===== src/rtl/reg_bus_ctrl.sv =====
// reg_bus_ctrl: sole initiator of transfers on the shared 16-bit register bus.
// Accepts MOV / LDI / LDU / SWAP commands and sequences the per-register
// read, write and upper-byte write strobes plus this block's own bus drive.
//
// Handshake: a command transfers on a rising edge where cmd_valid and
// cmd_ready are both high; cmd_ready is high only in IDLE, and the command
// fields must stay stable while cmd_valid waits for cmd_ready.
module reg_bus_ctrl #(
  parameter int NREG = 8,
  parameter int SELW = $clog2(NREG)
) (
  input  logic            clk,
  input  logic            rst_n,
  input  logic            cmd_valid,
  output logic            cmd_ready,
  input  logic [1:0]      cmd_op,
  input  logic [SELW-1:0] cmd_src,
  input  logic [SELW-1:0] cmd_dst,
  input  logic [15:0]     cmd_imm,
  input  logic [15:0]     bus_in,
  output logic [15:0]     bus_out,
  output logic            bus_oe,
  output logic [NREG-1:0] read_en,
  output logic [NREG-1:0] write_en,
  output logic [NREG-1:0] writeu_en,
  output logic            busy,
  output logic            done,
  output logic            err,
  output logic [2:0]      dbg_state
);

  localparam logic [1:0] OP_MOV  = 2'b00;
  localparam logic [1:0] OP_LDI  = 2'b01;
  localparam logic [1:0] OP_LDU  = 2'b10;
  localparam logic [1:0] OP_SWAP = 2'b11;

  typedef enum logic [2:0] {
    IDLE = 3'd0,
    EXEC = 3'd1,
    SW1  = 3'd2,
    SW2  = 3'd3,
    SW3  = 3'd4
  } state_t;

  state_t          state;
  logic [SELW-1:0] src_q;
  logic [SELW-1:0] dst_q;
  logic [15:0]     temp;
  logic            src_used;
  logic            cmd_bad;

  // One-hot decode of a register index; indices past the last register decode to zero.
  function automatic logic [NREG-1:0] onehot(input logic [SELW-1:0] idx);
    logic [NREG-1:0] v;
    v = '0;
    for (int i = 0; i < NREG; i++) v[i] = (int'(idx) == i);
    return v;
  endfunction

  function automatic logic in_range(input logic [SELW-1:0] idx);
    int v;
    v = int'(idx);
    return v < NREG;
  endfunction

  // Only MOV and SWAP read the source field; LDI/LDU ignore it entirely.
  always_comb begin
    src_used = (cmd_op == OP_MOV) || (cmd_op == OP_SWAP);
    cmd_bad  = !in_range(cmd_dst) || (src_used && !in_range(cmd_src));
  end

  assign cmd_ready = (state == IDLE);
  assign busy      = (state != IDLE);
  assign dbg_state = state;

  // Sequencer: every strobe is a register loaded for the cycle it applies to,
  // so the outputs never see the cmd_* inputs combinationally.
  always_ff @(posedge clk or negedge rst_n) begin
    if (!rst_n) begin
      state     <= IDLE;
      src_q     <= '0;
      dst_q     <= '0;
      temp      <= '0;
      read_en   <= '0;
      write_en  <= '0;
      writeu_en <= '0;
      bus_oe    <= 1'b0;
      bus_out   <= '0;
      done      <= 1'b0;
      err       <= 1'b0;
    end else begin
      read_en   <= '0;
      write_en  <= '0;
      writeu_en <= '0;
      bus_oe    <= 1'b0;
      bus_out   <= '0;
      done      <= 1'b0;
      err       <= 1'b0;
      case (state)
        IDLE: begin
          if (cmd_valid) begin
            src_q <= cmd_src;
            dst_q <= cmd_dst;
            if (cmd_bad) begin
              // Bad index: one silent EXEC cycle that only reports the error.
              state <= EXEC;
              done  <= 1'b1;
              err   <= 1'b1;
            end else begin
              case (cmd_op)
                OP_MOV: begin
                  read_en  <= onehot(cmd_src);
                  write_en <= onehot(cmd_dst);
                  done     <= 1'b1;
                  state    <= EXEC;
                end
                OP_LDI: begin
                  bus_oe   <= 1'b1;
                  bus_out  <= cmd_imm;
                  write_en <= onehot(cmd_dst);
                  done     <= 1'b1;
                  state    <= EXEC;
                end
                OP_LDU: begin
                  bus_oe    <= 1'b1;
                  bus_out   <= {8'h00, cmd_imm[7:0]};
                  writeu_en <= onehot(cmd_dst);
                  done      <= 1'b1;
                  state     <= EXEC;
                end
                default: begin
                  read_en <= onehot(cmd_src);
                  state   <= SW1;
                end
              endcase
            end
          end
        end
        EXEC: state <= IDLE;
        SW1: begin
          // temp holds the old source; dst is copied into src next.
          temp     <= bus_in;
          read_en  <= onehot(dst_q);
          write_en <= onehot(src_q);
          state    <= SW2;
        end
        SW2: begin
          bus_oe   <= 1'b1;
          bus_out  <= temp;
          write_en <= onehot(dst_q);
          done     <= 1'b1;
          state    <= SW3;
        end
        SW3:     state <= IDLE;
        default: state <= IDLE;
      endcase
    end
  end

endmodule


===== config.mk =====
export PLATFORM = sky130hd
export DESIGN_NAME = reg_bus_ctrl
export DESIGN_NICKNAME = d
export VERILOG_FILES = /design/src/rtl/reg_bus_ctrl.sv
export SDC_FILE = /design/constraint.sdc
export NUM_CORES = 1
export LEC_CHECK = 0
export BUFFER_PORTS_ARGS = -buffer_cell sky130_fd_sc_hd__clkbuf_2
export CORE_ASPECT_RATIO = 0.8
export CORE_UTILIZATION = 54
export DETAILED_ROUTE_END_ITERATION = 7
export PLACE_DENSITY = 0.85
export RECOVER_POWER = 25
export SLEW_MARGIN = 0
export SYNTH_ARGS = -nofsm -noshare
export SYNTH_HDL_FRONTEND = slang
export SYNTH_SLANG_ARGS = --single-unit

===== constraint.sdc =====
create_clock -name clk -period 3 [get_ports clk]
set_input_delay 0.15 -clock clk [delete_from_list [all_inputs] [get_ports clk]]
set_output_delay 0.15 -clock clk [all_outputs]
set_load 0.03 [all_outputs]

Yosys cells after proc, flatten, opt, wreduce, memory -nomap -nowiden
Index checks and enable logic that the tools add are counted.
{"block": "word_totals", "out_inout_bits": 48, "input_bits": 43, "reg_bits": 67}
{"block": "op_classes", "eq_ne": 33, "mux": 21, "n_reduce_logical": 11}
{"op": "one-hot mux 16 bit (2 select lines)", "count": 2}
{"op": "two-way mux 8 bit", "count": 7}
{"op": "equality test 3 bit, second input constant", "count": 16}
{"op": "equality test 3 x 2 -> 1 bit, second input constant", "count": 10}
{"op": "one-hot mux 8 bit (3 select lines)", "count": 1}
{"op": "two-way mux 16 bit", "count": 1}
{"op": "one-hot mux 8 bit (2 select lines)", "count": 1}
{"op": "zero test 3 bit", "count": 5}
{"op": "equality test 3 x 1 -> 1 bit, second input constant", "count": 4}
{"op": "one-hot mux 3 bit (3 select lines)", "count": 1}
{"op": "two-way mux 1 bit", "count": 4}
{"op": "one-hot mux 1 bit (2 select lines)", "count": 2}
{"op": "OR reduction 2 bit", "count": 2}
{"op": "two-way mux 3 bit", "count": 1}
{"op": "nonzero test 3 bit", "count": 1}
{"op": "OR reduction 3 bit", "count": 1}
{"op": "equality test 2 x 1 -> 1 bit, second input constant", "count": 1}
{"op": "equality test 2 bit, second input constant", "count": 1}
{"op": "zero test 2 bit", "count": 1}
{"op": "two-way mux 2 bit", "count": 1}
{"op": "inequality test 2 bit, second input constant", "count": 1}
{"op": "AND reduction 2 bit", "count": 1}

Depth between registers and ports, before layout
{"block": "logic_depth", "ltp_word": 5, "mapped_depth": 5, "ltp_nobuf": 5}

Least setup slack after synthesis
Ideal clock, no wire load.
{"block": "synth_timing", "kind": "register to register", "from": "reg state[2], in the netlist dbg_state[2]", "to": "reg write_en[5]", "setup_ns": 0.091, "arrival_ns": 1.855, "path_slack_ns": 1.054, "period_less_slack_ns": 1.946, "required_time_ns": 2.909, "stages_incl_launch_ff": 6, "cell_sequence": "dfrtp_1 -> buf_6 -> or4b_1 -> clkbuf_2 -> or3_4 -> o221ai_1"}
{"block": "synth_between", "elab_chain_cells": 2}
{"item": "from (decl)", "line": "45", "source": "state_t state;"}
{"item": "from (signal assigned)", "line": "80", "source": "state <= IDLE;"}
{"item": "from (signal assigned)", "line": "106", "source": "state <= EXEC;"}
{"item": "from (signal assigned)", "line": "115", "source": "state <= EXEC;"}
{"item": "equality test 3 x 2 -> 1 bit / zero test 3 bit (equally long branches)", "line": "99", "source": "case (state)"}
{"item": "one-hot mux 8 bit (3 select lines) *", "line": "99"}
{"item": "to (signal assigned)", "line": "113", "source": "write_en <= onehot(cmd_dst);"}
{"item": "to (signal assigned)", "line": "120", "source": "write_en <= onehot(cmd_dst);"}
{"item": "to (signal assigned)", "line": "144", "source": "write_en <= onehot(src_q);"}
{"item": "to (decl)", "line": "24", "source": "output logic [NREG-1:0] write_en,"}
Every way passes the cells marked *; elsewhere a longest branch is shown, timed or not.
A chain may end at the register's enable or synchronous reset.

Worst setup path in the final report
{"block": "layout_timing", "from": "reg state[1], in the netlist dbg_state[1]", "to": "reg read_en[0]"}
{"block": "layout_between", "elab_chain_cells": 2}
{"item": "equality test 3 x 2 -> 1 bit / zero test 3 bit (equally long branches)", "line": "99"}
{"item": "one-hot mux 8 bit (2 select lines) *", "line": "99"}
{"item": "to (signal assigned)", "line": "112", "source": "read_en <= onehot(cmd_src);"}
{"item": "to (signal assigned)", "line": "132", "source": "read_en <= onehot(cmd_src);"}
{"item": "to (signal assigned)", "line": "143", "source": "read_en <= onehot(dst_q);"}
{"item": "to (decl)", "line": "23", "source": "output logic [NREG-1:0] read_en,"}
Marked as above.

==> metrics.txt <==
status=finished clean; clock sink count=67; power share of the sequential group=0.435; startpoint type of the worst setup path=register; EDFF count, synth=0; FFs w/ async S/R, synth=1.00; Setup violations, final=0; ANT nets after route=0; Area Growth Syn to Fin=24.0%; Util after Layout=0.718; max_cap viols=0; most frequent cells in the layout=dfrtp_1, clkbuf_2, clkbuf_1; clock slew at reported path FFs=70 ps; die width=slightly above 80 microns; Distinct cells, synth=45; Slew @ Worst Pin=848 ps; clock latency on the worst-skew pair=340 ps; sw frac=0.369; post-synthesis register bit count=between 60 and 70; crit-path max cell delay=750 ps; largest net degree at the start of global routing=53; worst hold slack=22.8 ps; worst min path class=in -> reg; DR pass1 iterations=4; CTS root buf=clkbuf_8; Rows=22; PwrDens=between 900 and 1000 mW/mm^2; Placed Cells incl. Taps=between 300 and 400; clock skew=8.14 ps; Clock power frac=0.248; Avg Inst Size Synth=12.4 sq um; post-route setup TNS=0 ps; CTS tree=done; CP max-delay cell=or3b_2; internal power=1.96 mW; CP required=3260 ps; core area=around 0.0047 sq mm; GPL Wtd Cong=0.947; I/O Pins=91; die height=~66 microns; IO buf count=89; DR DRC count=0; main flop type after synthesis=dfrtp_1; peak fanout along the critical path=21; initial core utilization=0.579; initial antenna violation count=0; Non-Filler Instances=373; Slew Limit Fails=0; DR vias=2082; grt ovf=0; Worst Path Arrival=2300 ps; period utilisation layout=0.681; nets@finish=355; DR WL/cell=15.8 microns; Cell Area, Synth=0.00273 sq mm; # H-tree levels=3; synthesized instance count=roughly 220; Logic pwr share=0.317; Die Footprint=0.00534 sq mm; crit path time final=just over 2000 ps; fmax=489 MHz; Worst Setup End Kind=register; DRT Wirelength=5890 microns; number of DRC markers in iteration 0=141; Max-slew headroom=0.434; post-synthesis sequential area ratio=0.615; crit-path cells=or3b_2, or4_1, o21ai_0; Ys Warns=0; unrepaired setup endpoints after global routing=no; Max Root-Sink Buffers=2; DP Wirelength=4240 microns; most common cell after layout, fill and taps aside=dfrtp_1; Fin. Hold Viols=0; Total GRT Usage=0.243; Pleak=around 1.7 nW; Setup CP Type=reg -> reg; Final Power=3.11 mW; Antenna diodes=0; post-synth net total=266; DR vias/cell=5.58; total CTS buffers=9; vias in the first global route=approximately 2000; Worst VDD drop=579 uV; first-pass GRT wire length=roughly 9300 microns; Filler cells=363; layout cells sized above 1=0.310; net switching power=1.15 mW
==> cell families after synthesis <==
kind of cell             Yosys count  share of synthesized area
AO/OA/AOI/OAI                     41                      0.120
adder cells (fa/ha/maj)            4                     0.0184
buffers and inverters             19                     0.0312
flip-flops                        67                      0.615
multiplexers                      16                     0.0661
other                              1                    0.00138
AND/OR/NAND/NOR                   71                      0.147
==> state kept, by name, summed over array words and instances (netlist names) <==
register / count
dst_q: 3
bus_oe: 1
bus_out: 16
write_en: 8
done: 1
read_en: 8
dbg_state: 3
src_q: 3
temp: 16
writeu_en: 8
==> final cells by class <==
type	count	area [sq um]	share of cell area
repair buffers	92	432	0.128
inverters	5	18.8	0.00556
multi-input cells	133	963	0.285
clock buffers	12	165	0.0489
well taps	60	75.1	0.0222
flip-flops and latches	67	1680	0.496
clock inverters	4	47.5	0.0141
==> metal layers <==
| metal | part of all wire | wire, microns | global-route usage |
|---|---|---|---|
| met1 | 0.45 | 2660 | 0.338 |
| met2 | 0.44 | 2570 | 0.338 |
| met3 | 0.094 | 556 | 0.0931 |
| met4 | 0.019 | 110 | 0.103 |
| met5 | 0 | 0 | 0 |
==> critical path: cells and delay by family (launching register included) <==
family | cells | cell delay, ps
simple gates | 2 | 1240
flops | 1 | 620
compound gates | 1 | 100
==> power by group through the flow <==
stage | sequential, mW | combinational [mW] | clock, mW
floorplan | 1.48 | 0.589 | 0
global placement | 1.35 | 0.977 | 0
detailed placement | 1.36 | 1.00 | 0
CTS | 1.35 | 1.01 | 0.796
global route | 1.39 | 1.07 | 0.829
finish | 1.35 | 0.986 | 0.773
==> path summary, 6_finish.rpt <==
kind | from | endpoint | slack [ps] | cells past startpoint
setup / recovery | dbg_state[1] | read_en[0] | 960 | 3
hold / removal | cmd_imm[9] | bus_out[9] | 20 | 2
setup reg to reg | dbg_state[1] | read_en[0] | 960 | 3
hold reg to reg | temp[0] | bus_out[0] | 490 | 1
max in group asynchronous | rst_n | writeu_en[6] | 1420 | 3
min in group asynchronous | rst_n | read_en[6] | 430 | 2
==> repair_timing <==
| action | in CTS | in global routing |
|---|---|---|
| endpoints found under the hold margin | 15 | 0 |
| setup buffers | 0 | 0 |
| hold buffers | 1 | 0 |
| gates resized for setup | 0 | 0 |
==> Yosys cell counts (2+ instances only) <==
cell | number | share of area
a22o_1 | 16 | 0.051
a32oi_1 | 2 | 0.0064
and3_1 | 3 | 0.0069
clkbuf_1 | 10 | 0.014
dfrtp_1 | 67 | 0.62
ha_1 | 4 | 0.018
inv_1 | 5 | 0.0069
mux2_2 | 16 | 0.066
nand2_1 | 18 | 0.025
nand2b_1 | 7 | 0.016
nand3_1 | 7 | 0.013
nand3b_1 | 3 | 0.0083
nand4_1 | 2 | 0.0046
nor2_1 | 11 | 0.015
nor2b_1 | 2 | 0.0046
nor3_1 | 3 | 0.0055
nor4b_1 | 2 | 0.0064
o211ai_1 | 2 | 0.0055
o21a_1 | 2 | 0.0055
o21ai_0 | 5 | 0.0092
o221ai_1 | 3 | 0.0096
o22ai_1 | 2 | 0.0046
o32ai_1 | 3 | 0.0096
or3_1 | 2 | 0.0046
or3b_2 | 2 | 0.0064
==> metrics by stage <==
stage / cell area (sq um) / setup WS [ps]
3_5_place_dp: 3190 / 983
6_report: 3380 / 957
4_1_cts: 3420 / 990
3_3_place_gp: 3190 / 1090
2_1_floorplan: 2730 / 1050
5_1_grt: 3380 / 889
Note: power is estimated with default switching activity, not from simulation.
